`src/rtl/sys_defs.sv`:
```
// Shared types for the R10K execute path.
// Issue/complete packets plus the multiply pipeline stage bundle.
package sys_defs;

    localparam int SYS_XLEN  = 32;
    localparam int ROB_IDX_W = 5;
    localparam int PR_IDX_W  = 6;

    typedef enum logic [1:0] {
        MUL    = 2'd0,
        MULH   = 2'd1,
        MULHSU = 2'd2,
        MULHU  = 2'd3
    } MULT_FUNC;

    typedef struct packed {
        MULT_FUNC mult;
    } FU_OP_SEL;

    typedef struct packed {
        logic                 valid;
        FU_OP_SEL             op_sel;
        logic [SYS_XLEN-1:0]  r1_value;
        logic [SYS_XLEN-1:0]  r2_value;
        logic [ROB_IDX_W-1:0] rob_entry;
        logic [PR_IDX_W-1:0]  dest_pr;
        logic                 halt;
        logic [SYS_XLEN-1:0]  PC;
        logic [SYS_XLEN-1:0]  NPC;
    } ISSUE_FU_PACKET;

    typedef struct packed {
        logic                 valid;
        logic [SYS_XLEN-1:0]  dest_value;
        logic [ROB_IDX_W-1:0] rob_entry;
        logic [PR_IDX_W-1:0]  dest_pr;
        logic                 halt;
        logic                 if_take_branch;
        logic [SYS_XLEN-1:0]  target_pc;
        logic [SYS_XLEN-1:0]  PC;
        logic [SYS_XLEN-1:0]  NPC;
    } FU_COMPLETE_PACKET;

    typedef struct packed {
        logic                  valid;
        MULT_FUNC              func;
        logic [2*SYS_XLEN-1:0] mcand;
        logic [2*SYS_XLEN-1:0] mplier;
        logic [2*SYS_XLEN-1:0] psum;
        logic [ROB_IDX_W-1:0]  rob_entry;
        logic [PR_IDX_W-1:0]   dest_pr;
        logic                  halt;
        logic [SYS_XLEN-1:0]   PC;
        logic [SYS_XLEN-1:0]   NPC;
    } MULT_STAGE_PACKET;

    // Widen an operand to the double-width product domain.
    function automatic logic [2*SYS_XLEN-1:0] mult_ext(
        input logic [SYS_XLEN-1:0] v,
        input logic                sgn
    );
        return {{SYS_XLEN{sgn & v[SYS_XLEN-1]}}, v};
    endfunction

endpackage

```
`src/rtl/mult_stage.sv`:
```
// One partial-product step of the multiply pipeline.
// Adds slice IDX of the multiplier and holds the result under back-pressure.
module mult_stage
    import sys_defs::*;
#(
    parameter int XLEN      = SYS_XLEN,
    parameter int NUM_STAGE = 4,
    parameter int IDX       = 0
) (
    input  logic             clock,
    input  logic             reset,
    input  logic             squash,
    input  logic             i_next_load,
    input  MULT_STAGE_PACKET i_prev,
    output logic             o_load,
    output MULT_STAGE_PACKET o_stage
);

    localparam int DW = 2 * XLEN;
    localparam int W  = DW / NUM_STAGE;

    MULT_STAGE_PACKET r_stage;
    MULT_STAGE_PACKET w_step;
    logic [DW-1:0]    w_slice;

    // An empty stage always accepts; a full one only when it drains onward.
    assign o_load  = !r_stage.valid || i_next_load;
    assign o_stage = r_stage;
    assign w_slice = DW'(i_prev.mplier[IDX*W +: W]);

    // Accumulate this stage's shifted partial product; wraps at DW bits.
    always_comb begin
        w_step      = i_prev;
        w_step.psum = i_prev.psum
                    + ((i_prev.mcand << (IDX * W)) * w_slice);
    end

    // Stage register: reset wipes data, squash only drops the op.
    always_ff @(posedge clock) begin
        if (reset) begin
            r_stage <= '0;
        end else if (squash) begin
            r_stage.valid <= 1'b0;
        end else if (o_load) begin
            r_stage <= w_step;
        end
    end

endmodule

```
`src/rtl/fu_mult_pipe.sv`:
```
// Pipelined RV32M multiply unit between issue and complete.
// Extends operands, chains the stage advance logic and formats results.
module fu_mult_pipe
    import sys_defs::*;
#(
    parameter int XLEN      = SYS_XLEN,
    parameter int NUM_STAGE = 4
) (
    input  logic              clock,
    input  logic              reset,
    input  logic              squash,
    input  logic              complete_stall,
    input  ISSUE_FU_PACKET    fu_packet_in,
    output logic              fu_ready,
    output logic              want_to_complete,
    output FU_COMPLETE_PACKET fu_packet_out
);

    localparam int DW = 2 * XLEN;

    logic             w_r1_sgn;
    logic             w_r2_sgn;
    MULT_STAGE_PACKET w_issue;
    MULT_STAGE_PACKET w_in  [NUM_STAGE];
    MULT_STAGE_PACKET w_out [NUM_STAGE];
    MULT_STAGE_PACKET w_last;
    logic [NUM_STAGE:0] w_load;
    logic             w_unused;

    // Operand signedness selected by the multiply flavour.
    always_comb begin
        w_r1_sgn = 1'b0;
        w_r2_sgn = 1'b0;
        case (fu_packet_in.op_sel.mult)
            MUL, MULH: begin
                w_r1_sgn = 1'b1;
                w_r2_sgn = 1'b1;
            end
            MULHSU:  w_r1_sgn = 1'b1;
            default: ;
        endcase
    end

    // Stage-0 input bundle: extended operands, empty sum, metadata.
    always_comb begin
        w_issue           = '0;
        w_issue.valid     = fu_packet_in.valid;
        w_issue.func      = fu_packet_in.op_sel.mult;
        w_issue.mcand     = mult_ext(fu_packet_in.r1_value, w_r1_sgn);
        w_issue.mplier    = mult_ext(fu_packet_in.r2_value, w_r2_sgn);
        w_issue.rob_entry = fu_packet_in.rob_entry;
        w_issue.dest_pr   = fu_packet_in.dest_pr;
        w_issue.halt      = fu_packet_in.halt;
        w_issue.PC        = fu_packet_in.PC;
        w_issue.NPC       = fu_packet_in.NPC;
    end

    assign w_load[NUM_STAGE] = !complete_stall;

    for (genvar i = 0; i < NUM_STAGE; i++) begin : g_stage
        if (i == 0) begin : g_head
            assign w_in[i] = w_issue;
        end else begin : g_body
            assign w_in[i] = w_out[i-1];
        end

        mult_stage #(
            .XLEN      (XLEN),
            .NUM_STAGE (NUM_STAGE),
            .IDX       (i)
        ) u_stage (
            .clock       (clock),
            .reset       (reset),
            .squash      (squash),
            .i_next_load (w_load[i+1]),
            .i_prev      (w_in[i]),
            .o_load      (w_load[i]),
            .o_stage     (w_out[i])
        );
    end

    assign w_last           = w_out[NUM_STAGE-1];
    assign fu_ready         = w_load[0];
    assign want_to_complete = w_last.valid;
    assign w_unused         = ^{w_last.mcand, w_last.mplier};

    // Result packet; forced to zero whenever the last stage is empty.
    always_comb begin
        fu_packet_out = '0;
        if (w_last.valid) begin
            fu_packet_out.valid      = 1'b1;
            fu_packet_out.dest_value = (w_last.func == MUL)
                                     ? w_last.psum[XLEN-1:0]
                                     : w_last.psum[DW-1:XLEN];
            fu_packet_out.rob_entry  = w_last.rob_entry;
            fu_packet_out.dest_pr    = w_last.dest_pr;
            fu_packet_out.halt       = w_last.halt;
            fu_packet_out.PC         = w_last.PC;
            fu_packet_out.NPC        = w_last.NPC;
        end
    end

endmodule

```
`config.mk`:
```
export PLATFORM = sky130hd
export DESIGN_NAME = fu_mult_pipe
export DESIGN_NICKNAME = d
export VERILOG_FILES = /design/src/rtl/sys_defs.sv /design/src/rtl/mult_stage.sv /design/src/rtl/fu_mult_pipe.sv
export SDC_FILE = /design/constraint.sdc
export NUM_CORES = 2
export LEC_CHECK = 0
export CAP_MARGIN = 25
export CORE_MARGIN = 2
export CORE_UTILIZATION = 60
export DETAILED_ROUTE_END_ITERATION = 8
export PLACE_DENSITY = 0.79
export SYNTH_ARGS = -nofsm -noshare
export SYNTH_HDL_FRONTEND = slang
export SYNTH_SLANG_ARGS = --single-unit
```
`constraint.sdc`:
```
create_clock -name clock -period 10.6 [get_ports clock]
set_clock_uncertainty 0.2 [all_clocks]
set_input_delay 1.06 -clock clock [delete_from_list [all_inputs] [get_ports clock]]
set_output_delay 1.06 -clock clock [all_outputs]
set_load 0.01 [all_outputs]
```
Yosys cells after proc, flatten, opt, wreduce, memory -nomap -nowiden. Cells that the tools add are included.

Register bits: 752. Input bits: 147. Logic and storage cells: 73.

Add/subtract/negate cells: 3. Multiply operators: 4. Equality and inequality tests: 2. Muxes and demuxes: 5. Bitwise operators: 3. Reductions and logical operators: 18.

Operators by type and width (count): $add 64x64->64 (3); $mux 64 (1); $mul 33x17->50 (1); $mul 48x16->48 (1); $mux 45 (1); $mul 32x16->32 (1); $mux 32 (1); $mul 16x1->16 (1); $reduce_and 2->1 (4); $logic_not 1->1 (5); $logic_not 2->1 (2); $logic_or 1x1->1 (4); $reduce_or 2->1 (2); $reduce_or 3->1 (1); $and 1x1->1 (2); $eq 2x1->1 const B (1); $eq 2x2->1 const B (1); $mux 1 (2); $not 1->1 (1).

Logic depth before layout (Yosys ltp).
Depth in word-level cells: 6. Depth in mapped cells: 39. Mapped depth without buffers: 37.

Modules after synthesis. From an unflattened synthesis, not the netlist that was laid out.

Cell total of the unflattened synthesis: 13103. Area total of the unflattened synthesis: 106485.9 µm².

Modules (own cells, without submodules): mult_stage at g_stage[0].u_stage (instances 1, cells an instance 4672, area an instance 38340.5 µm², seq. area each 5425.2 µm²); mult_stage at g_stage[1].u_stage (instances 1, cells an instance 3766, area an instance 30817.1 µm², seq. area each 5425.2 µm²); mult_stage at g_stage[2].u_stage (instances 1, cells an instance 2702, area an instance 22042.4 µm², seq. area each 5425.2 µm²); mult_stage at g_stage[3].u_stage (instances 1, cells an instance 1725, area an instance 13763.2 µm², seq. area each 5425.2 µm²); fu_mult_pipe (instances 1, cells an instance 238, area an instance 1522.7 µm², seq. area each 0.0 µm²).

Least setup slack after synthesis. Ideal clock, no wire load.

Kind: reg2reg. Start point: reg, netlist name g_stage[1].u_stage.o_stage[172]. End point: reg g_stage[2].u_stage.r_stage (netlist bit g_stage[2].u_stage.o_stage[139]). Data arrival time: 8.614 ns. Slack: 1.699 ns. Cell stages (with the launch flop): 37. Path buffers: 2. Clock period less this slack: 8.901 ns. Cell sequence: dfxtp_1 -> clkbuf_1 -> clkbuf_1 -> nand2_1 -> inv_1 -> fa_1 -> fa_1 -> ha_1 -> fa_1 -> inv_1 -> fa_1 -> inv_1 -> fa_1 -> ha_1 -> or2_2 -> a21oi_1 -> a21oi_1 -> o31a_1 -> o21a_1 -> o21a_1 -> o21a_1 -> o31a_1 -> o21a_1 -> o21a_1 -> nor2_1 -> ha_1 -> a21oi_1 -> nand2_1 -> a41o_1 -> a211oi_1 -> a21boi_2 -> o21ai_1 -> or4_1 -> a311oi_2 -> a21oi_1 -> xnor3_1 -> o31ai_1.

Longest elaborated chain between the ends: 2.

Ends and longest elaborated chain: $mul 32x16->32 (RTL line mult_stage.sv:35) `+ ((i_prev.mcand << (IDX * W)) * w_slice);`; $add 64x64->64 (RTL line mult_stage.sv:35); to (signal assigned) (RTL line mult_stage.sv:45) `r_stage <= w_step;`; to (decl) (RTL line mult_stage.sv:22) `MULT_STAGE_PACKET r_stage;`.

No other way between the ends. A chain may end at the register's enable or synchronous reset.

Final worst setup path.
Start point: reg g_stage[0].u_stage.r_stage (netlist bit g_stage[0].u_stage.o_stage[159]). End point: reg g_stage[1].u_stage.r_stage (netlist bit g_stage[1].u_stage.o_stage[139]).

Longest elaborated chain between the ends: 2.

Ends and longest elaborated chain (RTL line): from (decl) (mult_stage.sv:22); from (signal assigned) (mult_stage.sv:45); $mul 48x16->48 (mult_stage.sv:35); $add 64x64->64 (mult_stage.sv:35); to (signal assigned) (mult_stage.sv:45); to (decl) (mult_stage.sv:22).

No other way between the ends.

==> insert_results.sql <==
INSERT INTO impl_metrics (metric_group, metric, value, unit) VALUES
('global_route', 'grt_max_degree', '237', ''),
('global_route', 'grt_pass1_wl', '319', 'mm'),
('sta', 'timing.final.crit_period', '9620', 'ps'),
('sta', 'tightest_pin_transition', '1180', 'ps'),
('clock_network', 'cts_num_sinks', '658', ''),
('sta', 'tns', '0', 'ps'),
('global_route', 'grt_antenna_before_repair', '10', ''),
('die', 'start_util', '60.4', '%'),
('clock_network', 'clockRootBuffer', 'sky130_fd_sc_hd__clkbuf_16', ''),
('global_route', 'first_global_vias', '58744', ''),
('clock_network', 'cts-resized-gates', '0', ''),
('clock_network', 'htreeDepth', '3', ''),
('layout', 'largest_register_ffs', '658', ''),
('routing', 'route.detailed.drc', '0', ''),
('critical_path', 'timing.rr.start', 'g_stage[0].u_stage.o_stage[159]$_SDFFE_PP0P_', ''),
('routing', 'via_density', '5.69', ''),
('run', 'maxCapViolations', '0', ''),
('die', 'die_area', '122000', 'um^2'),
('die', 'io-pin-count', '291', ''),
('place', 'dpl.cell_count', '9937', ''),
('layout', 'layout-drive-gt1-share', '3.10', '%'),
('place', 'place_worst_setup_slack', '1070', 'ps'),
('layout', 'stdcell_count', '10072', ''),
('place', 'place_hpwl', '152', 'mm'),
('synthesis', 'post-synth-top-area-fraction', '33.9', '%'),
('sta', 'finalSetupViolCount', '0', ''),
('clock_network', 'cts_max_path_buffers', '3', ''),
('clock_network', 'clk-insertion-delay-late', '660', 'ps'),
('layout', 'multiInputGateArea', '51400', 'um^2'),
('synthesis', 'dominantRegCellSynth', 'sky130_fd_sc_hd__dfxtp_1', ''),
('sta', 'relSlewSlack', '20.9', '%'),
('routing', 'routed_wl', '199', 'mm'),
('critical_path', 'worstPathArrival', '9980', 'ps'),
('routing', 'routedWlPerCell', '19.8', 'um'),
('die', 'core_area', '118000', 'um^2'),
('die', 'chipWidth', '349', 'um'),
('synthesis', 'synth.ff_latch_count', '658', ''),
('synthesis', 'synth-seq-area-share', '18.5', '%'),
('place', 'finalWeightedCongestion', '0.954', ''),
('clock_network', 'cts_tree', 'yes', ''),
('layout', 'final_nets', '10186', ''),
('synthesis', 'number_of_enable_type_register_cells_in_the_synthesized_netlist', '0', ''),
('synthesis', 'post_synth_instance_area', '71300', 'um^2'),
('power', 'p_leak', '0.0345', 'uW'),
('global_route', 'grt_resource_usage_total', '33.3', '%'),
('sta', 'timing.fmax', '0.104', 'GHz'),
('clock_network', 'cts_made_buffers', '72', ''),
('critical_path', 'crit_type', 'register to register', ''),
('layout', 'flow.area_growth_from_synthesis', '8.28', '%'),
('layout', 'fillers', '9823', ''),
('routing', 'detailroute.via_count', '57299', ''),
('status', 'result_of_the_run', 'complete, no violations', ''),
('worst_hold_path', 'timing.hold.worst.start', 'g_stage[0].u_stage.o_stage[48]$_SDFFE_PP0P_', ''),
('critical_path', 'critical_path_buf_inv_count', '4', ''),
('sta', 'hold_violations', '0', ''),
('power', 'ir_worst_vdd', '0.000571', 'V'),
('worst_hold_path', 'min_path_type', 'register to register', ''),
('clock_network', 'cts.hold.buffers_added', '0', ''),
('synthesis', 'synthDominantAreaCellType', 'sky130_fd_sc_hd__fa_1', ''),
('synthesis', 'synth_area_per_cell', '8.37', 'um^2'),
('global_route', 'global_route.overflow_total', '0', ''),
('synthesis', 'count_of_cell_types_in_the_netlist', '84', ''),
('routing', 'initialDrtViolationCount', '4595', ''),
('clock_network', 'path_clk_slew', '80', 'ps'),
('power', 'cellPowerDensity', '244', 'nW/um^2'),
('synthesis', 'synth_cells', '8513', ''),
('clock_network', 'post_cts_buffers', '0', ''),
('place', 'port_buffers', '257', ''),
('synthesis', 'ys_top_cells_by_area', 'sky130_fd_sc_hd__fa_1 34%, sky130_fd_sc_hd__dfxtp_1 18%, sky130_fd_sc_hd__nand2_1 11%', ''),
('sta', 'rsz0062_at_grt', 'false', ''),
('critical_path', 'critical_path.top_delay_family', 'adder cells', '');
-- worst min-delay path, stage by stage (launching register included) --
cell and delay, ps:
sky130_fd_sc_hd__dfxtp_1 300, sky130_fd_sc_hd__nand2_1 50, sky130_fd_sc_hd__a21oi_1 50
-- cells in the final DEF, fill, tap and decap left out, drive strengths merged, types with 10 or more instances in the layout --
cell | Yosys | layout
nand2 | 2062 | 2062
inv | 1315 | 1319
fa | 1206 | 1206
a21oi | 820 | 820
dfxtp | 658 | 658
and2 | 501 | 501
ha | 354 | 354
clkdlybuf4s50 | 0 | 243
xnor2 | 167 | 167
nor2 | 117 | 117
o21ai | 112 | 112
buf | 42 | 109
a21o | 106 | 106
clkbuf | 450 | 94
nand3 | 65 | 65
xor2 | 54 | 54
nor3 | 44 | 44
a21boi | 40 | 40
o21a | 35 | 35
a211oi | 34 | 34
conb | 1 | 33
nor2b | 30 | 30
and3 | 30 | 30
nand2b | 28 | 28
o21bai | 25 | 25
a31oi | 23 | 23
or3 | 21 | 21
clkinv | 1 | 20
o31ai | 12 | 12
nand4 | 12 | 12
or2 | 12 | 12
a211o | 10 | 10
a22o | 10 | 10
-- where the power goes --
part	switching [uW]	leakage [uW]	internal (uW)
clock network	1120	0.00115	1430
logic	7800	0.0280	5590
registers	193	0.00536	2710
total	9110	0.0345	9720
-- per-layer routing --
metal  up-vias  wire (um)  share of wire, %  track usage [%]
li1      25974          -                 -                -
met1     28299      80100                40             44.9
met2      2529      92900                47             53.4
met3       493      17400               8.7             5.91
met4         4       8680               4.4             13.3
met5         -         26             0.013                0
-- final timing paths --
path	end	slack [ps]	depth (start not counted)
max	g_stage[1].u_stage.o_stage[139]$_SDFFE_PP0P_	980	35
max reg2reg	g_stage[1].u_stage.o_stage[139]$_SDFFE_PP0P_	980	35
min reg2reg	g_stage[1].u_stage.o_stage[48]$_SDFFE_PP0P_	230	2
min	g_stage[1].u_stage.o_stage[48]$_SDFFE_PP0P_	230	2
-- layout make-up --
class,instances,share of cell area [%]
Multi-Input combinational cell,6079,66.6
Sequential cell,658,17.1
Inverter,1316,6.40
Timing Repair Buffer,352,4.35
Clock buffer,94,2.58
Tap cell,1536,2.49
Clock inverter,30,0.517
Antenna cell,7,0.0227
-- cell usage after synthesis (11+ instances only) --
| cell | n |
|---|---|
| sky130_fd_sc_hd__nand2_1 | 2062 |
| sky130_fd_sc_hd__inv_1 | 1315 |
| sky130_fd_sc_hd__fa_1 | 1206 |
| sky130_fd_sc_hd__a21oi_1 | 820 |
| sky130_fd_sc_hd__dfxtp_1 | 658 |
| sky130_fd_sc_hd__and2_1 | 501 |
| sky130_fd_sc_hd__clkbuf_1 | 450 |
| sky130_fd_sc_hd__ha_1 | 354 |
| sky130_fd_sc_hd__xnor2_1 | 167 |
| sky130_fd_sc_hd__nor2_1 | 117 |
| sky130_fd_sc_hd__o21ai_0 | 108 |
| sky130_fd_sc_hd__a21o_1 | 106 |
| sky130_fd_sc_hd__nand3_1 | 65 |
| sky130_fd_sc_hd__xor2_1 | 54 |
| sky130_fd_sc_hd__nor3_1 | 44 |
| sky130_fd_sc_hd__a21boi_0 | 37 |
| sky130_fd_sc_hd__buf_4 | 35 |
| sky130_fd_sc_hd__o21a_1 | 35 |
| sky130_fd_sc_hd__a211oi_1 | 34 |
| sky130_fd_sc_hd__and3_1 | 30 |
| sky130_fd_sc_hd__nor2b_1 | 30 |
| sky130_fd_sc_hd__nand2b_1 | 27 |
| sky130_fd_sc_hd__o21bai_1 | 25 |
| sky130_fd_sc_hd__a31oi_1 | 22 |
| sky130_fd_sc_hd__or3_1 | 21 |
| sky130_fd_sc_hd__nand4_1 | 12 |
| sky130_fd_sc_hd__o31ai_1 | 12 |
| sky130_fd_sc_hd__or2_2 | 11 |
-- cell families after synthesis --
family | Yosys count | synth area share [%]
XOR/XNOR | 222 | 2.75
other | 1 | 0.00526
flip-flops | 658 | 18.5
AND/OR/NAND/NOR | 2957 | 18.2
adder cells (fa/ha/maj) | 1560 | 40.1
buffers and inverters | 1808 | 9.71
AO/OA/AOI/OAI | 1301 | 10.7
multiplexers | 6 | 0.0843
-- per-stage QoR --
| stage | util, % | cell area, um^2 | power [uW] | hold slack (ps) |
|---|---|---|---|---|
| 3_5_place_dp | 63.3 | 74600 | 16100 | 241 |
| 5_1_grt | 65.4 | 77200 | 20600 | 234 |
| 6_report | 65.4 | 77200 | 18800 | 226 |
| 3_3_place_gp | 63.3 | 74600 | 15800 | 235 |
| 2_1_floorplan | - | 71400 | 13000 | 232 |
| 4_1_cts | 65.3 | 77000 | 18700 | 221 |
No activity file was read; power rests on OpenSTA's default activity.
